--- src/rtl/riscv_bif_arb.sv ---
// Two-master, single-outstanding arbiter sharing one memory port between
// instruction fetch and the data pipe, with starvation limit and bus timeout.
module riscv_bif_arb #(
  parameter bit          DATA_PRIO  = 1'b1,
  parameter int unsigned MAX_STARVE = 4,
  parameter int unsigned TIMEOUT    = 255
) (
  input  logic        clk,
  input  logic        rst,
  input  logic        inst_bif_req,
  input  logic [31:0] inst_bif_addr,
  output logic        inst_bif_ack,
  output logic [31:0] inst_bif_rdata,
  input  logic        data_bif_req,
  input  logic [31:0] data_bif_addr,
  input  logic        data_bif_rnw,
  input  logic [3:0]  data_bif_wmask,
  input  logic [31:0] data_bif_wdata,
  output logic        data_bif_ack,
  output logic [31:0] data_bif_rdata,
  output logic        mem_bif_req,
  output logic [31:0] mem_bif_addr,
  output logic        mem_bif_rnw,
  output logic [3:0]  mem_bif_wmask,
  output logic [31:0] mem_bif_wdata,
  input  logic [31:0] mem_bif_rdata,
  input  logic        mem_bif_ack,
  output logic        bus_err
);

  typedef enum logic [1:0] {
    IDLE = 2'd0,
    INST = 2'd1,
    DATA = 2'd2
  } state_t;

  localparam logic [3:0]  STARVE_MAX  = 4'(MAX_STARVE);
  localparam logic [7:0]  TIMEOUT_CYC = 8'(TIMEOUT);
  localparam logic [31:0] ERR_RDATA   = 32'hDEAD_BEEF;

  state_t      state, state_nxt;
  logic [3:0]  starve_cnt, starve_nxt;
  logic [7:0]  to_cnt;
  logic        grant, pick_data, timeout, done;
  logic [31:0] ack_rdata, inst_rdata_q, data_rdata_q;

  always_comb begin
    // NOTE: every signal written here gets a default first, so no path can infer a latch.
    state_nxt  = state;
    starve_nxt = starve_cnt;
    grant      = 1'b0;
    pick_data  = 1'b0;
    timeout    = 1'b0;
    done       = 1'b0;
    case (state)
      IDLE: begin
        if (inst_bif_req || data_bif_req) begin
          grant = 1'b1;
          if (inst_bif_req && data_bif_req) begin
            // The waiting side is let through once the favoured side has had its run.
            if (starve_cnt >= STARVE_MAX) begin
              pick_data  = !DATA_PRIO;
              starve_nxt = '0;
            end else begin
              pick_data  = DATA_PRIO;
              starve_nxt = starve_cnt + 4'd1;
            end
          end else begin
            pick_data  = data_bif_req;
            starve_nxt = '0;
          end
          state_nxt = pick_data ? DATA : INST;
        end
      end
      default: begin
        // A real ack always beats a timeout landing in the same cycle.
        timeout = (TIMEOUT_CYC != 8'd0) && !mem_bif_ack && (to_cnt == TIMEOUT_CYC);
        done    = mem_bif_ack || timeout;
        if (done) state_nxt = IDLE;
      end
    endcase
  end

  assign ack_rdata      = timeout ? ERR_RDATA : mem_bif_rdata;
  assign inst_bif_ack   = done && (state == INST);
  assign data_bif_ack   = done && (state == DATA);
  assign inst_bif_rdata = inst_bif_ack ? ack_rdata : inst_rdata_q;
  assign data_bif_rdata = data_bif_ack ? ack_rdata : data_rdata_q;
  assign bus_err        = timeout;

  // NOTE: sequential state uses non-blocking assignments so every flop samples pre-edge values.
  always_ff @(posedge clk or posedge rst) begin
    if (rst) begin
      state         <= IDLE;
      starve_cnt    <= '0;
      to_cnt        <= '0;
      mem_bif_req   <= 1'b0;
      mem_bif_addr  <= '0;
      mem_bif_rnw   <= 1'b1;
      mem_bif_wmask <= '0;
      mem_bif_wdata <= '0;
      inst_rdata_q  <= '0;
      data_rdata_q  <= '0;
    end else begin
      state      <= state_nxt;
      starve_cnt <= starve_nxt;
      if (grant) begin
        mem_bif_req <= 1'b1;
        to_cnt      <= '0;
        if (pick_data) begin
          mem_bif_addr  <= data_bif_addr;
          mem_bif_rnw   <= data_bif_rnw;
          mem_bif_wmask <= data_bif_wmask;
          mem_bif_wdata <= data_bif_wdata;
        end else begin
          mem_bif_addr  <= inst_bif_addr;
          mem_bif_rnw   <= 1'b1;
          mem_bif_wmask <= '0;
          mem_bif_wdata <= '0;
        end
      end else if (done) begin
        mem_bif_req <= 1'b0;
      end else if (mem_bif_req) begin
        to_cnt <= to_cnt + 8'd1;
      end
      if (inst_bif_ack) inst_rdata_q <= ack_rdata;
      if (data_bif_ack) data_rdata_q <= ack_rdata;
    end
  end

endmodule

--- config.mk ---
export PLATFORM = sky130hd
export DESIGN_NAME = riscv_bif_arb
export DESIGN_NICKNAME = d
export VERILOG_FILES = /design/src/rtl/riscv_bif_arb.sv
export SDC_FILE = /design/constraint.sdc
export NUM_CORES = 1
export LEC_CHECK = 0
export BUFFER_PORTS_ARGS = -buffer_cell sky130_fd_sc_hd__buf_4
export CAP_MARGIN = 20
export CELL_PAD_IN_SITES_DETAIL_PLACEMENT = 1
export CELL_PAD_IN_SITES_GLOBAL_PLACEMENT = 2
export CORE_UTILIZATION = 31
export DETAILED_ROUTE_END_ITERATION = 10
export PLACE_DENSITY_LB_ADDON = 0.1
export SYNTH_ARGS = -nofsm -noshare
export SYNTH_HDL_FRONTEND = slang
export SYNTH_SLANG_ARGS = --single-unit
--- constraint.sdc ---
create_clock -name clk -period 15.3 [get_ports clk]
set_input_delay 3.06 -clock clk [delete_from_list [all_inputs] [get_ports clk]]
set_output_delay 3.06 -clock clk [all_outputs]
set_load 0.05 [all_outputs]
==> impl_results.html, run 1 <==
<table>
<tr><th>Metric</th><th>Value</th></tr>
<tr><th colspan="2">Place</th></tr>
<tr><td>RD Place Congestion</td><td>0.764</td></tr>
<tr><td>Count of input and output buffers</td><td>around 270</td></tr>
<tr><td>Detailed placer's ending HPWL</td><td>roughly 13 mm</td></tr>
<tr><td>Placed cells</td><td>slightly below 1000</td></tr>
<tr><td>Setup Slack @ Placement</td><td>a little under 8000 ps</td></tr>
<tr><th colspan="2">CTS</th></tr>
<tr><td>Clock latency on the worst-skew pair</td><td>420 ps</td></tr>
<tr><td>CTS tree</td><td>done</td></tr>
<tr><td>Number of cells upsized or downsized after cts</td><td>0</td></tr>
<tr><td>H-tree depth</td><td>4</td></tr>
<tr><td>Num Clock Sinks</td><td>roughly 150</td></tr>
<tr><td>Clk root buf</td><td>sky130_fd_sc_hd__clkbuf_16</td></tr>
<tr><td>Clock-pin slew on the worst setup and hold paths</td><td>60 ps</td></tr>
<tr><td>Clk buf depth</td><td>2</td></tr>
<tr><td>Hold-fix buffers, CTS</td><td>0</td></tr>
<tr><td>Setup fix buffers added after clock tree synthesis</td><td>0</td></tr>
<tr><td>Total clock buffers created by CTS</td><td>17</td></tr>
<tr><th colspan="2">Global route</th></tr>
<tr><td>Initial antenna violation count</td><td>0</td></tr>
<tr><td>First-pass GRT wire length</td><td>approximately 30 mm</td></tr>
<tr><td>Via count of the first global-routing pass</td><td>5207</td></tr>
<tr><td>Most Crowded Layer GR</td><td>met2</td></tr>
<tr><td>Aggregate global routing overflow</td><td>0</td></tr>
<tr><td>Global routing met1 resource utilization</td><td>around a quarter</td></tr>
<tr><td>Maximum number of pins on one net before global-route repair</td><td>between 70 and 80</td></tr>
<tr><td>GR met3 Demand/Resource</td><td>under 10%</td></tr>
<tr><td>Met2 GRT Util</td><td>about 32%</td></tr>
<tr><td>Overall track demand over capacity in global routing</td><td>19.7%</td></tr>
<tr><th colspan="2">Die</th></tr>
<tr><td>Core box area</td><td>around 19000 um^2</td></tr>
<tr><td>Starting density of the core</td><td>a little under a third</td></tr>
<tr><td>Horizontal extent of the die</td><td>around 140 um</td></tr>
<tr><td>Die Y-Extent</td><td>142 um</td></tr>
<tr><td>Number of standard-cell rows in the floorplan</td><td>50</td></tr>
<tr><td>DIE AREA</td><td>a little over 20000 um^2</td></tr>
<tr><td>IO Pins</td><td>about 280</td></tr>
<tr><th colspan="2">Layout</th></tr>
<tr><td>Number of standard cells in the layout, taps in and fillers out</td><td>around 1000</td></tr>
<tr><td>Ant diodes</td><td>0</td></tr>
<tr><td>Area growth from synthesis to layout</td><td>48.7%</td></tr>
<tr><td>Number of nets in the finished design</td><td>roughly 890</td></tr>
<tr><td>Share of cells above drive strength 1</td><td>53.6%</td></tr>
<tr><td>Final Core Density</td><td>47.6%</td></tr>
<tr><th colspan="2">Setup path</th></tr>
<tr><td>Startpoint type of the worst setup path</td><td>primary input</td></tr>
<tr><td>Critical path data arrival time</td><td>approximately 4500 ps</td></tr>
<tr><td>Setup Crit Path Kind</td><td>primary input to output pin</td></tr>
<tr><td>Crit path max fanout</td><td>33</td></tr>
<tr><td>Sequence of cells on the critical path</td><td>buf_4 &gt; a31oi_4 &gt; nor3b_4 &gt; buf_4 &gt; mux2_2 &gt; buf_4</td></tr>
<tr><td>Startpoint of the most critical setup path</td><td>mem_bif_ack</td></tr>
<tr><td>Required time of the critical path</td><td>between 10000 and 15000 ps</td></tr>
<tr><td>Critical-path top delay cell</td><td>sky130_fd_sc_hd__buf_4</td></tr>
<tr><td>Launching point of the worst reg2reg path</td><td>state[1]$_DFFE_PP0P_</td></tr>
<tr><td>CP endpoint kind</td><td>output pin</td></tr>
<tr><td>Cell seen most often among critical-path stages</td><td>sky130_fd_sc_hd__buf_4</td></tr>
<tr><td>Slowest cell delay on critical path</td><td>between 400 and 500 ps</td></tr>
<tr><th colspan="2">Synthesis</th></tr>
<tr><td>Cell types with the largest area share after synthesis</td><td>sky130_fd_sc_hd__dfrtp_1 (61%), sky130_fd_sc_hd__mux2_2 (12%), sky130_fd_sc_hd__a22o_1 (5.6%)</td></tr>
<tr><td>Netlist cell types</td><td>37</td></tr>
<tr><td>Largest area contributor in the netlist</td><td>sky130_fd_sc_hd__dfrtp_1</td></tr>
<tr><td>Multiplexer share of the synthesized area</td><td>between 10 and 15%</td></tr>
<tr><td>Number of warnings reported in the yosys synthesis log</td><td>0</td></tr>
<tr><td>Top FF cell, synth</td><td>sky130_fd_sc_hd__dfrtp_1</td></tr>
<tr><td>Synthesized area divided by synthesized cell count</td><td>12.5 um^2</td></tr>
<tr><td>Nets in the synthesized netlist</td><td>between 600 and 700</td></tr>
<tr><td>Gate count of the mapped netlist</td><td>484</td></tr>
<tr><td>Yosys top cell area share</td><td>60.7%</td></tr>
<tr><td>Compound-gate portion of the synthesized area</td><td>~11%</td></tr>
<tr><td>Most instantiated library cell after synthesis</td><td>sky130_fd_sc_hd__dfrtp_1</td></tr>
<tr><td>Total of flip-flops plus latches after synthesis</td><td>about 150</td></tr>
<tr><td>Post-synthesis share of cell area spent on xor and xnor gates</td><td>less than 1%</td></tr>
<tr><td>Simple-gate portion of the synthesized area</td><td>approximately an eighth</td></tr>
<tr><td>Combinational family with the most area after synthesis</td><td>multiplexers</td></tr>
<tr><td>Number of synthesized flops with an enable pin</td><td>0</td></tr>
<tr><td>Total standard cell area after synthesis</td><td>between 6000 and 7000 um^2</td></tr>
<tr><td>Proportion of synthesized chip area in sequential cells</td><td>approximately three fifths</td></tr>
<tr><td>Adder-Cell Fraction of Synth Area</td><td>0.413%</td></tr>
<tr><td>Most frequent cells after synthesis</td><td>sky130_fd_sc_hd__dfrtp_1 (147), sky130_fd_sc_hd__mux2_2 (64), sky130_fd_sc_hd__nand2_1 (55)</td></tr>
<tr><td>Async set-reset flop share out of synthesis</td><td>between 90% and 100%</td></tr>
<tr><th colspan="2">STA</th></tr>
<tr><td>Unrepaired setup endpoints after global routing</td><td>no</td></tr>
<tr><td>Worst clock skew on the final layout</td><td>roughly 11 ps</td></tr>
<tr><td>Final Max Slew Viols</td><td>0</td></tr>
<tr><td>Final setup TNS</td><td>0 ps</td></tr>
<tr><td>Maximum clock frequency</td><td>0.132 GHz</td></tr>
<tr><td>Max-slew headroom</td><td>38.2%</td></tr>
<tr><td>Minimum clock period after layout</td><td>around 7600 ps</td></tr>
<tr><td>Minimum setup slack in the final design</td><td>~7700 ps</td></tr>
<tr><td>Worst-Margin Slew</td><td>~930 ps</td></tr>
<tr><td>Hold violation count in the final report</td><td>0</td></tr>
<tr><td>Final setup violation count</td><td>0</td></tr>
<tr><td>Final Cycle Share</td><td>between 40% and 50%</td></tr>
<tr><td>Worst hold-check slack</td><td>roughly 460 ps</td></tr>
<tr><th colspan="2">Run</th></tr>
<tr><td>Max-capacitance violation count</td><td>0</td></tr>
<tr><th colspan="2">Detailed routing</th></tr>
<tr><td>First-pass DRT Iterations</td><td>6</td></tr>
<tr><td>1st-iter DRT viols</td><td>roughly 210</td></tr>
<tr><td>Drt wl/cell</td><td>18.6 um</td></tr>
<tr><td>Number of design rule violations left after detail routing</td><td>0</td></tr>
<tr><td>Vias per Instance</td><td>approximately 4.7</td></tr>
<tr><td>Antenna-violating nets left</td><td>0</td></tr>
<tr><td>Sum of routed wire length over all layers</td><td>between 15 and 20 mm</td></tr>
<tr><td>Total via count in the routed design</td><td>4836</td></tr>
<tr><th colspan="2">Power and ir drop</th></tr>
<tr><td>Power density over cell area</td><td>about 270 nW/um^2</td></tr>
<tr><td>Leakage</td><td>around 4.4 nW</td></tr>
<tr><td>Worst IR drop on VDD</td><td>roughly 0.11 mV</td></tr>
<tr><th colspan="2">Hold path</th></tr>
<tr><td>Hold Crit Start</td><td>mem_bif_rnw$_DFFE_PP1P_</td></tr>
<tr><td>Worst min-delay path class</td><td>flip-flop to flip-flop</td></tr>
<tr><th colspan="2">Outcome</th></tr>
<tr><td>Status</td><td>complete, no violations</td></tr>
</table>
area by class of cell:
cell class              count  area (um^2)
inverters                   2         12.5
clock inverters            13          255
well taps                 260          325
fillers                  2033         9940
multi-input cells         301         2180
repair buffers            281         2110
flip-flops and latches    148         3700
clock buffers              18          429
critical path, delay by kind of cell:
kind | cells | cell delay, ps
compound gates | 1 | 60
buf+inv | 3 | 780
mux | 1 | 420
simple gates | 1 | 180
registers in the layout, indices dropped and copies added (netlist names):
register,cells
state,2
mem_bif_addr,32
mem_bif_req,1
inst_rdata_q,32
starve_cnt,4
mem_bif_rnw,1
data_rdata_q,32
mem_bif_wdata,32
to_cnt,8
mem_bif_wmask,4
path summary, 6_finish.rpt:
check / endpoint / slack (ps) / depth (start not counted)
min reg2reg: mem_bif_rnw$_DFFE_PP1P_ / 460 / 2
min in group asynchronous: mem_bif_addr[10]$_DFFE_PP0P_ / 2740 / 2
max in group asynchronous: inst_rdata_q[18]$_DFF_PP0_ / 11070 / 3
max reg2reg: mem_bif_addr[30]$_DFFE_PP0P_ / 12820 / 5
max: data_bif_rdata[20] / 7710 / 6
min: mem_bif_rnw$_DFFE_PP1P_ / 460 / 2
cells in the final DEF (no fill, tap or decap), types with 3 or more instances in the layout:
| cell type | count |
|---|---|
| sky130_fd_sc_hd__a21oi_1 | 4 |
| sky130_fd_sc_hd__a22o_1 | 39 |
| sky130_fd_sc_hd__buf_4 | 280 |
| sky130_fd_sc_hd__bufinv_16 | 7 |
| sky130_fd_sc_hd__clkbuf_16 | 17 |
| sky130_fd_sc_hd__clkinv_4 | 3 |
| sky130_fd_sc_hd__dfrtp_1 | 147 |
| sky130_fd_sc_hd__mux2_2 | 64 |
| sky130_fd_sc_hd__nand2_1 | 55 |
| sky130_fd_sc_hd__nand3_1 | 31 |
| sky130_fd_sc_hd__nor2b_1 | 8 |
| sky130_fd_sc_hd__o21ai_0 | 26 |
| sky130_fd_sc_hd__o22ai_1 | 19 |
| sky130_fd_sc_hd__or2_2 | 24 |
| sky130_fd_sc_hd__or3_1 | 4 |
power breakdown:
part	total, mW	internal, mW	switching, mW
Clock	0.489	0.322	0.167
Sequential	0.650	0.570	0.0794
Combinational	1.31	0.397	0.916
Total	2.45	1.29	1.16
metrics by stage:
step                area (um^2)  power [mW]
finish                     9020        2.45
global placement           8330        1.95
global route               9020        2.57
floorplan                  6060        1.56
detailed placement         8330        1.98
CTS                        9010        2.48
logic make-up after synthesis:
family	count (synthesis)
AO/OA/AOI/OAI	96
XOR/XNOR	2
adder cells (fa/ha/maj)	2
buffers and inverters	35
flip-flops	148
multiplexers	65
AND/OR/NAND/NOR	136
layer usage:
| layer | part of all wire (%) | wire length (um) |
|---|---|---|
| met5 | 0 | 0 |
| met4 | 1.2 | 230 |
| met3 | 8.1 | 1550 |
| met2 | 48 | 9230 |
| met1 | 42 | 8070 |
No activity file was read; power rests on OpenSTA's default activity.
==> inputs of run 2 (changes only) <==
Settings changed: ABC_AREA set to 1, CORE_UTILIZATION 31 to 26.
Clock period 15.3 ns to 7.4 ns, I/O delays scaled along.
==> run 2 against run 1 <==
Worst hold slack improved by 14 ps. Clock power rose by 84%. Non-clock buffer count fell by 4. Synthesized cell count rose by 70%. Critical endpoint is now inst_bif_rdata[19]. Largest cell class unchanged.
==> impl_results.html, run 2 <==
<table>
<tr><th>Metric</th><th>Value</th></tr>
<tr><th colspan="2">Outcome</th></tr>
<tr><td>Status</td><td>complete, no violations (unchanged)</td></tr>
<tr><th colspan="2">Setup path</th></tr>
<tr><td>Startpoint type of the worst setup path</td><td>primary input (unchanged)</td></tr>
<tr><td>Setup Crit Path Kind</td><td>primary input to output pin (unchanged)</td></tr>
<tr><td>CP endpoint kind</td><td>output pin (unchanged)</td></tr>
<tr><td>Critical path data arrival time</td><td>3220 ps (was 4530 ps)</td></tr>
<tr><td>R2r worst-path depth</td><td>7 (was 5)</td></tr>
<tr><td>Worst reg-to-reg setup slack</td><td>4530 ps (was 12820 ps)</td></tr>
<tr><td>Startpoint of the most critical setup path</td><td>mem_bif_ack (unchanged)</td></tr>
<tr><td>Launching point of the worst reg2reg path</td><td>state[0]$_DFFE_PP0P_ (was state[1]$_DFFE_PP0P_)</td></tr>
<tr><td>Reg2reg end</td><td>mem_bif_addr[9]$_DFFE_PP0P_ (was mem_bif_addr[30]$_DFFE_PP0P_)</td></tr>
<tr><td>Required time of the critical path</td><td>5920 ps (was 12240 ps)</td></tr>
<tr><td>Crit path max fanout</td><td>33 (unchanged)</td></tr>
<tr><th colspan="2">Synthesis</th></tr>
<tr><td>Adder-Cell Fraction of Synth Area</td><td>0.386% (was 0.413%)</td></tr>
<tr><td>Most frequent cells after synthesis</td><td>sky130_fd_sc_hd__nand2_1 (471), sky130_fd_sc_hd__dfrtp_1 (147), sky130_fd_sc_hd__inv_1 (53) (was sky130_fd_sc_hd__dfrtp_1 (147), sky130_fd_sc_hd__mux2_2 (64), sky130_fd_sc_hd__nand2_1 (55))</td></tr>
<tr><td>Multiplexer share of the synthesized area</td><td>0% (was 12.1%)</td></tr>
<tr><td>Cell types with the largest area share after synthesis</td><td>sky130_fd_sc_hd__dfrtp_1 (57%), sky130_fd_sc_hd__nand2_1 (27%), sky130_fd_sc_hd__inv_1 (3.1%) (was sky130_fd_sc_hd__dfrtp_1 (61%), sky130_fd_sc_hd__mux2_2 (12%), sky130_fd_sc_hd__a22o_1 (5.6%))</td></tr>
<tr><td>Netlist cell types</td><td>24 (was 37)</td></tr>
<tr><td>Yosys top cell area share</td><td>56.7% (was 60.7%)</td></tr>
<tr><td>Gate count of the mapped netlist</td><td>823 (was 484)</td></tr>
<tr><td>Combinational family with the most area after synthesis</td><td>simple AND/OR/NAND/NOR gates (was multiplexers)</td></tr>
<tr><td>Proportion of synthesized chip area in sequential cells</td><td>57.1% (was 61.1%)</td></tr>
<tr><td>Largest area contributor in the netlist</td><td>sky130_fd_sc_hd__dfrtp_1 (unchanged)</td></tr>
<tr><td>Simple-gate portion of the synthesized area</td><td>32.6% (was 11.8%)</td></tr>
<tr><td>Number of warnings reported in the yosys synthesis log</td><td>0 (unchanged)</td></tr>
<tr><td>Async set-reset flop share out of synthesis</td><td>100% (unchanged)</td></tr>
<tr><td>Total standard cell area after synthesis</td><td>6490 um^2 (was 6060 um^2)</td></tr>
<tr><td>Top FF cell, synth</td><td>sky130_fd_sc_hd__dfrtp_1 (unchanged)</td></tr>
<tr><td>Most instantiated library cell after synthesis</td><td>sky130_fd_sc_hd__nand2_1 (was sky130_fd_sc_hd__dfrtp_1)</td></tr>
<tr><td>Total of flip-flops plus latches after synthesis</td><td>148 (unchanged)</td></tr>
<tr><td>Number of synthesized flops with an enable pin</td><td>0 (unchanged)</td></tr>
<tr><td>Post-synthesis share of cell area spent on xor and xnor gates</td><td>0.135% (was 0.289%)</td></tr>
<tr><td>Compound-gate portion of the synthesized area</td><td>3.30% (was 11.2%)</td></tr>
<tr><td>Synthesized area divided by synthesized cell count</td><td>7.89 um^2 (was 12.5 um^2)</td></tr>
<tr><td>Nets in the synthesized netlist</td><td>963 (was 624)</td></tr>
<tr><th colspan="2">STA</th></tr>
<tr><td>Final setup TNS</td><td>0 ps (unchanged)</td></tr>
<tr><td>Worst clock skew on the final layout</td><td>10.4 ps (was 10.6 ps)</td></tr>
<tr><td>Hold violation count in the final report</td><td>0 (unchanged)</td></tr>
<tr><td>Max-slew headroom</td><td>34.1% (was 38.2%)</td></tr>
<tr><td>Worst-Margin Slew</td><td>989 ps (was 926 ps)</td></tr>
<tr><td>Maximum clock frequency</td><td>0.213 GHz</td></tr>
<tr><td>Final Cycle Share</td><td>between 60 and 70%</td></tr>
<tr><td>Final setup violation count</td><td>0 (unchanged)</td></tr>
<tr><td>Final Max Slew Viols</td><td>0 (unchanged)</td></tr>
<tr><td>Unrepaired setup endpoints after global routing</td><td>no (unchanged)</td></tr>
<tr><td>Worst hold-check slack</td><td>471 ps (was 457 ps)</td></tr>
<tr><td>Minimum clock period after layout</td><td>around 4700 ps</td></tr>
<tr><th colspan="2">Hold path</th></tr>
<tr><td>Hold Crit Start</td><td>inst_rdata_q[14]$_DFF_PP0_ (was mem_bif_rnw$_DFFE_PP1P_)</td></tr>
<tr><td>Worst Hold End</td><td>inst_rdata_q[14]$_DFF_PP0_ (was mem_bif_rnw$_DFFE_PP1P_)</td></tr>
<tr><td>Worst min-delay path class</td><td>flip-flop to flip-flop (unchanged)</td></tr>
<tr><td>Cell depth of the worst min-delay path</td><td>2 (unchanged)</td></tr>
<tr><th colspan="2">Place</th></tr>
<tr><td>RD Place Congestion</td><td>0.756 (was 0.764)</td></tr>
<tr><td>Count of input and output buffers</td><td>274 (unchanged)</td></tr>
<tr><td>Detailed placer's ending HPWL</td><td>14.3 mm (was 13.4 mm)</td></tr>
<tr><td>Placed cells</td><td>1387 (was 991)</td></tr>
<tr><th colspan="2">Detailed routing</th></tr>
<tr><td>Number of design rule violations left after detail routing</td><td>0 (unchanged)</td></tr>
<tr><td>Drt wl/cell</td><td>15.0 um (was 18.6 um)</td></tr>
<tr><td>Total via count in the routed design</td><td>6095 (was 4836)</td></tr>
<tr><td>1st-iter DRT viols</td><td>322 (was 208)</td></tr>
<tr><td>First-pass DRT Iterations</td><td>4 (was 6)</td></tr>
<tr><td>Antenna-violating nets left</td><td>0 (unchanged)</td></tr>
<tr><td>Sum of routed wire length over all layers</td><td>21.2 mm (was 19.1 mm)</td></tr>
<tr><td>Vias per Instance</td><td>4.30 (was 4.73)</td></tr>
<tr><th colspan="2">Layout</th></tr>
<tr><td>Number of standard cells in the layout, taps in and fillers out</td><td>1419 (was 1023)</td></tr>
<tr><td>Register area</td><td>3700 um^2 (unchanged)</td></tr>
<tr><td>Final Core Density</td><td>38.5% (was 47.6%)</td></tr>
<tr><td>Number of fillers in the final layout</td><td>3005 (was 2033)</td></tr>
<tr><td>Area growth from synthesis to layout</td><td>44.7% (was 48.7%)</td></tr>
<tr><td>Commonest non-fill, non-tap cell in the layout</td><td>sky130_fd_sc_hd__nand2_1 (was sky130_fd_sc_hd__buf_4)</td></tr>
<tr><td>Top library cells by usage in the layout, fill and taps aside</td><td>sky130_fd_sc_hd__nand2_1 (471), sky130_fd_sc_hd__buf_4 (277), sky130_fd_sc_hd__dfrtp_1 (147) (was sky130_fd_sc_hd__buf_4 (280), sky130_fd_sc_hd__dfrtp_1 (147), sky130_fd_sc_hd__mux2_2 (64))</td></tr>
<tr><td>Ant diodes</td><td>0 (unchanged)</td></tr>
<tr><td>Area taken by multi-input logic gates</td><td>2360 um^2 (was 2180 um^2)</td></tr>
<tr><td>Share of cells above drive strength 1</td><td>29.7% (was 53.6%)</td></tr>
<tr><td>Number of nets in the finished design</td><td>1222 (was 891)</td></tr>
<tr><th colspan="2">Die</th></tr>
<tr><td>DIE AREA</td><td>25600 um^2 (was 20100 um^2)</td></tr>
<tr><td>Starting density of the core</td><td>26.6% (was 32.0%)</td></tr>
<tr><td>Number of standard-cell rows in the floorplan</td><td>57 (was 50)</td></tr>
<tr><td>Horizontal extent of the die</td><td>160 um (was 142 um)</td></tr>
<tr><td>Core box area</td><td>24400 um^2 (was 19000 um^2)</td></tr>
<tr><td>IO Pins</td><td>275 (unchanged)</td></tr>
<tr><td>Die Y-Extent</td><td>160 um (was 142 um)</td></tr>
<tr><th colspan="2">Power and ir drop</th></tr>
<tr><td>Power density over cell area</td><td>531 nW/um^2 (was 272 nW/um^2)</td></tr>
<tr><td>Worst IR drop on VDD</td><td>0.220 mV (was 0.113 mV)</td></tr>
<tr><td>Leakage</td><td>5.37 nW (was 4.37 nW)</td></tr>
<tr><td>Total design power</td><td>4.99 mW (was 2.45 mW)</td></tr>
<tr><th colspan="2">Global route</th></tr>
<tr><td>First-pass GRT wire length</td><td>34.3 mm (was 29.9 mm)</td></tr>
<tr><td>Initial antenna violation count</td><td>0 (unchanged)</td></tr>
<tr><td>Most Crowded Layer GR</td><td>met2 (unchanged)</td></tr>
<tr><td>Overall track demand over capacity in global routing</td><td>17.0% (was 19.7%)</td></tr>
<tr><td>Via count of the first global-routing pass</td><td>6486 (was 5207)</td></tr>
<tr><td>GR met3 Demand/Resource</td><td>5.38% (was 7.42%)</td></tr>
<tr><td>Maximum number of pins on one net before global-route repair</td><td>93 (was 79)</td></tr>
<tr><td>Global routing met1 resource utilization</td><td>21.6% (was 24.4%)</td></tr>
<tr><td>Met2 GRT Util</td><td>27.5% (was 32.4%)</td></tr>
<tr><td>Aggregate global routing overflow</td><td>0 (unchanged)</td></tr>
<tr><th colspan="2">CTS</th></tr>
<tr><td>Hold-fix buffers, CTS</td><td>0 (unchanged)</td></tr>
<tr><td>Num Clock Sinks</td><td>148 (unchanged)</td></tr>
<tr><td>H-tree depth</td><td>4 (unchanged)</td></tr>
<tr><td>Clock-pin slew on the worst setup and hold paths</td><td>60 ps (about the same)</td></tr>
<tr><td>Clock latency on the worst-skew pair</td><td>420 ps (about the same)</td></tr>
<tr><td>CTS tree</td><td>done (unchanged)</td></tr>
<tr><td>Clk root buf</td><td>sky130_fd_sc_hd__clkbuf_16 (unchanged)</td></tr>
<tr><td>Clk buf depth</td><td>2 (unchanged)</td></tr>
<tr><td>Number of cells upsized or downsized after cts</td><td>0 (unchanged)</td></tr>
<tr><td>Setup fix buffers added after clock tree synthesis</td><td>0 (unchanged)</td></tr>
<tr><td>Total clock buffers created by CTS</td><td>17 (unchanged)</td></tr>
<tr><th colspan="2">Run</th></tr>
<tr><td>Max-capacitance violation count</td><td>0 (unchanged)</td></tr>
</table>
[run 2: worst max-delay path by stage]
stage,depth (start not counted),end
floorplan,1,data_rdata_q[0]$_DFF_PP0_
global placement,8,inst_bif_rdata[19]
detailed placement,8,inst_bif_rdata[19]
CTS,8,inst_bif_rdata[19]
global route,8,inst_bif_rdata[25]
finish,8,inst_bif_rdata[19]
[run 2: routing by layer]
| layer | up-vias | wire (um) |
|---|---|---|
| met2 | 170 | 9700 |
| met5 | - | 0 |
| met4 | 0 | 342 |
| met3 | 20 | 1480 |
| li1 | 3021 | - |
| met1 | 2884 | 9690 |
[run 2: worst max-delay path, stage by stage]
cell                       delay (ps)
sky130_fd_sc_hd__buf_4            170
sky130_fd_sc_hd__inv_1            130
sky130_fd_sc_hd__nand2_4          100
sky130_fd_sc_hd__nand3_4          320
sky130_fd_sc_hd__clkinv_2         490
sky130_fd_sc_hd__nand2_1          200
sky130_fd_sc_hd__nand2_1          110
sky130_fd_sc_hd__buf_4            200
[run 2: layout make-up]
cell class,instances,area share (%)
flip-flops and latches,148,39.4
multi-input cells,578,25.1
repair buffers,277,22.1
clock buffers,20,4.97
well taps,324,4.32
inverters,60,2.48
clock inverters,12,1.53
[run 2: kinds of logic after synthesis]
group,after synthesis
buffers and inverters,97
and+or+nand+nor,534
adders and majority gates,2
DFF,148
xor gates and xnor gates,1
AOI/OAI and AO/OA,41
[run 2: per-stage QoR]
step	setup slack, ps	cell area, um^2
finish	2700	9390
global route	2510	9390
CTS	2640	9390
detailed placement	2640	8780
global placement	2710	8780
floorplan	1940	6490
[run 2: power breakdown]
group | internal, mW | switching [mW]
registers | 1.17 | 0.169
logic | 0.727 | 2.02
clock network | 0.530 | 0.370
total | 2.43 | 2.56
==> inputs of run 3 (changes only) <==
Clock period 7.4 ns to 4.9 ns, I/O delays scaled along.
==> run 3 against run 2 <==
Non-clock buffer count rose by 1. Count of clock-buffer cells in the layout fell by 3. Critical path type is now flip-flop to output pin. Final cell count barely moved. Register-to-register slack worse by 2300 ps. First-iteration DRC count fell by 6.8%. Core utilization increased by 0.19 points. Setup slack lost 1600 ps. Sequential share of layout area down 0.20 points. Sequential cell count unchanged. Largest cell class unchanged. Via count down 0.21%. Final area rose by 0.51%.
==> impl_results.html, run 3 (synthesized netlist as in run 2, its figures left out) <==
<table>
<tr><th>Metric</th><th>Value</th></tr>
<tr><th colspan="2">Power and ir drop</th></tr>
<tr><td>Leakage</td><td>5.39 nW (was 5.37 nW)</td></tr>
<tr><td>Worst IR drop on VDD</td><td>0.351 mV (was 0.220 mV)</td></tr>
<tr><td>Power density over cell area</td><td>805 nW/um^2 (was 531 nW/um^2)</td></tr>
<tr><th colspan="2">STA</th></tr>
<tr><td>Max-slew headroom</td><td>36.2% (was 34.1%)</td></tr>
<tr><td>Hold violation count in the final report</td><td>0 (unchanged)</td></tr>
<tr><td>Minimum setup slack in the final design</td><td>1050 ps (was 2700 ps)</td></tr>
<tr><td>Worst clock skew on the final layout</td><td>18.0 ps (was 10.4 ps)</td></tr>
<tr><td>Final setup TNS</td><td>0 ps (unchanged)</td></tr>
<tr><td>Minimum clock period after layout</td><td>roughly 3800 ps</td></tr>
<tr><td>Unrepaired setup endpoints after global routing</td><td>no (unchanged)</td></tr>
<tr><td>Final setup violation count</td><td>0 (unchanged)</td></tr>
<tr><td>Final Cycle Share</td><td>78.5%</td></tr>
<tr><td>Maximum clock frequency</td><td>between 0.2 and 0.3 GHz</td></tr>
<tr><td>Final Max Slew Viols</td><td>0 (unchanged)</td></tr>
<tr><td>Worst-Margin Slew</td><td>956 ps (was 989 ps)</td></tr>
<tr><th colspan="2">Hold path</th></tr>
<tr><td>Worst min-delay path class</td><td>flip-flop to flip-flop (unchanged)</td></tr>
<tr><td>Hold Crit Start</td><td>inst_rdata_q[17]$_DFF_PP0_ (was inst_rdata_q[14]$_DFF_PP0_)</td></tr>
<tr><td>Worst Hold End</td><td>inst_rdata_q[17]$_DFF_PP0_ (was inst_rdata_q[14]$_DFF_PP0_)</td></tr>
<tr><td>Cell depth of the worst min-delay path</td><td>2 (unchanged)</td></tr>
<tr><th colspan="2">Setup path</th></tr>
<tr><td>CP endpoint kind</td><td>output pin (unchanged)</td></tr>
<tr><td>Setup Crit Path Kind</td><td>flip-flop to output pin (was primary input to output pin)</td></tr>
<tr><td>Critical path data arrival time</td><td>2870 ps (was 3220 ps)</td></tr>
<tr><td>Crit path max fanout</td><td>33 (unchanged)</td></tr>
<tr><td>Required time of the critical path</td><td>3920 ps (was 5920 ps)</td></tr>
<tr><td>R2r worst-path depth</td><td>8 (was 7)</td></tr>
<tr><td>Launching point of the worst reg2reg path</td><td>state[1]$_DFFE_PP0P_ (was state[0]$_DFFE_PP0P_)</td></tr>
<tr><td>Reg2reg end</td><td>mem_bif_addr[24]$_DFFE_PP0P_ (was mem_bif_addr[9]$_DFFE_PP0P_)</td></tr>
<tr><td>Startpoint type of the worst setup path</td><td>flip-flop (was primary input)</td></tr>
<tr><td>Worst reg-to-reg setup slack</td><td>2270 ps (was 4530 ps)</td></tr>
<tr><th colspan="2">Die</th></tr>
<tr><td>Horizontal extent of the die</td><td>160 um (unchanged)</td></tr>
<tr><td>Die Y-Extent</td><td>160 um (unchanged)</td></tr>
<tr><td>Number of standard-cell rows in the floorplan</td><td>57 (unchanged)</td></tr>
<tr><td>IO Pins</td><td>275 (unchanged)</td></tr>
<tr><td>Core box area</td><td>24400 um^2 (unchanged)</td></tr>
<tr><td>Starting density of the core</td><td>26.6% (unchanged)</td></tr>
<tr><td>DIE AREA</td><td>25600 um^2 (unchanged)</td></tr>
<tr><th colspan="2">Detailed routing</th></tr>
<tr><td>First-pass DRT Iterations</td><td>5 (was 4)</td></tr>
<tr><td>Vias per Instance</td><td>4.28 (was 4.30)</td></tr>
<tr><td>Drt wl/cell</td><td>14.7 um (was 15.0 um)</td></tr>
<tr><td>Total via count in the routed design</td><td>6082 (was 6095)</td></tr>
<tr><td>1st-iter DRT viols</td><td>300 (was 322)</td></tr>
<tr><td>Number of design rule violations left after detail routing</td><td>0 (unchanged)</td></tr>
<tr><td>Antenna-violating nets left</td><td>0 (unchanged)</td></tr>
<tr><td>Sum of routed wire length over all layers</td><td>20.8 mm (was 21.2 mm)</td></tr>
<tr><th colspan="2">Layout</th></tr>
<tr><td>Commonest non-fill, non-tap cell in the layout</td><td>sky130_fd_sc_hd__nand2_1 (unchanged)</td></tr>
<tr><td>Top library cells by usage in the layout, fill and taps aside</td><td>sky130_fd_sc_hd__nand2_1 (471), sky130_fd_sc_hd__buf_4 (277), sky130_fd_sc_hd__dfrtp_1 (147) (unchanged)</td></tr>
<tr><td>Total non-filler cell area in the finished layout</td><td>9440 um^2 (was 9390 um^2)</td></tr>
<tr><td>Share of cells above drive strength 1</td><td>29.7% (about the same)</td></tr>
<tr><td>Area growth from synthesis to layout</td><td>45.5% (was 44.7%)</td></tr>
<tr><td>Ant diodes</td><td>0 (unchanged)</td></tr>
<tr><td>Register area</td><td>3700 um^2 (unchanged)</td></tr>
<tr><td>Number of fillers in the final layout</td><td>3020 (was 3005)</td></tr>
<tr><td>Number of nets in the finished design</td><td>1223 (was 1222)</td></tr>
<tr><td>Area taken by multi-input logic gates</td><td>2360 um^2 (unchanged)</td></tr>
<tr><th colspan="2">CTS</th></tr>
<tr><td>Hold-fix buffers, CTS</td><td>0 (unchanged)</td></tr>
<tr><td>H-tree depth</td><td>4 (unchanged)</td></tr>
<tr><td>Clock-pin slew on the worst setup and hold paths</td><td>70 ps (was 60 ps)</td></tr>
<tr><td>CTS tree</td><td>done (unchanged)</td></tr>
<tr><td>Clock latency on the worst-skew pair</td><td>430 ps (was 420 ps)</td></tr>
<tr><td>Total clock buffers created by CTS</td><td>17 (unchanged)</td></tr>
<tr><td>Number of cells upsized or downsized after cts</td><td>0 (unchanged)</td></tr>
<tr><td>Clk root buf</td><td>sky130_fd_sc_hd__clkbuf_16 (unchanged)</td></tr>
<tr><td>Setup fix buffers added after clock tree synthesis</td><td>0 (unchanged)</td></tr>
<tr><td>Clk buf depth</td><td>2 (unchanged)</td></tr>
<tr><td>Num Clock Sinks</td><td>148 (unchanged)</td></tr>
<tr><th colspan="2">Place</th></tr>
<tr><td>Setup Slack @ Placement</td><td>1160 ps (was 2640 ps)</td></tr>
<tr><td>Post-DP Area</td><td>8800 um^2 (was 8780 um^2)</td></tr>
<tr><td>Detailed placer's ending HPWL</td><td>14.1 mm (was 14.3 mm)</td></tr>
<tr><td>RD Place Congestion</td><td>0.732 (was 0.756)</td></tr>
<tr><td>Count of input and output buffers</td><td>274 (unchanged)</td></tr>
<tr><th colspan="2">Global route</th></tr>
<tr><td>Initial antenna violation count</td><td>0 (unchanged)</td></tr>
<tr><td>First-pass GRT wire length</td><td>33.7 mm (was 34.3 mm)</td></tr>
<tr><td>Via count of the first global-routing pass</td><td>6239 (was 6486)</td></tr>
<tr><td>Overall track demand over capacity in global routing</td><td>16.7% (was 17.0%)</td></tr>
<tr><td>Aggregate global routing overflow</td><td>0 (unchanged)</td></tr>
<tr><td>Maximum number of pins on one net before global-route repair</td><td>149 (was 93)</td></tr>
<tr><th colspan="2">Run</th></tr>
<tr><td>Max-capacitance violation count</td><td>0 (unchanged)</td></tr>
<tr><th colspan="2">Outcome</th></tr>
<tr><td>Status</td><td>complete, no violations (unchanged)</td></tr>
</table>
==> run 3: cell types whose count changed in the layout (fill, tap and decap cells not counted) <==
cell,change
sky130_fd_sc_hd__clkinv_8,+2
sky130_fd_sc_hd__buf_12,+1
sky130_fd_sc_hd__inv_6,+2
sky130_fd_sc_hd__inv_8,+1
sky130_fd_sc_hd__clkbuf_8,-3
sky130_fd_sc_hd__clkinv_2,-1
sky130_fd_sc_hd__clkinv_4,-2
sky130_fd_sc_hd__bufinv_16,+1
==> run 3: per-stage QoR <==
stage | util, % | total power [mW] | hold WS, ps | cells
floorplan | - | 4.89 | 453 | 823
global placement | 36.1 | 6.22 | 456 | 1388
detailed placement | 36.1 | 6.25 | 457 | 1388
CTS | 38.7 | 7.71 | 478 | 1420
global route | 38.7 | 8.02 | 498 | 1420
finish | 38.7 | 7.60 | 478 | 1420
==> run 3: worst max path at each step <==
stage | from | endpoint | slack (ps)
after CTS | to_cnt[0]$_DFFE_PP0P_ | data_bif_rdata[30] | 960
after floorplan | mem_bif_ack | data_bif_rdata[18] | 1690
after global routing | to_cnt[0]$_DFFE_PP0P_ | data_bif_rdata[30] | 720
after detailed placement | mem_bif_ack | data_bif_rdata[30] | 1160
final | to_cnt[0]$_DFFE_PP0P_ | data_bif_rdata[30] | 1050
after global placement | mem_bif_ack | data_bif_rdata[28] | 1180
==> run 3: report_power, final <==
| group | internal (mW) | switching [mW] | total [mW] |
|---|---|---|---|
| Clock | 0.827 | 0.597 | 1.42 |
| Sequential | 1.77 | 0.249 | 2.02 |
| Combinational | 1.10 | 3.05 | 4.15 |
==> run 3: cell type report <==
cell class | count | share of cell area (%)
Sequential cell | 148 | 39.2
Multi-Input combinational cell | 578 | 25.0
Timing Repair Buffer | 278 | 22.2
Clock buffer | 17 | 4.51
Tap cell | 324 | 4.29
Inverter | 60 | 2.45
Clock inverter | 15 | 2.27
==> run 3: metal layers <==
metal	wire, um	vias to the layer above	track usage [%]	part of all wire, %
li1	-	3032	-	-
met1	9610	2869	22.1	46
met2	9800	164	27.1	47
met3	1260	17	4.49	6.1
met4	176	0	4.16	0.84
met5	0	-	0	0
==> run 3: worst max-delay path, stage by stage, from the launching register on <==
cell and delay [ps]:
sky130_fd_sc_hd__dfrtp_1 470, sky130_fd_sc_hd__ha_1 240, sky130_fd_sc_hd__inv_1 50, sky130_fd_sc_hd__nor2_1 170, sky130_fd_sc_hd__nand2_2 110, sky130_fd_sc_hd__nand2_4 120, sky130_fd_sc_hd__nand3_4 340, sky130_fd_sc_hd__clkinv_2 440
sky130_fd_sc_hd__nand2_1 110, sky130_fd_sc_hd__nand2_1 150, sky130_fd_sc_hd__buf_4 230
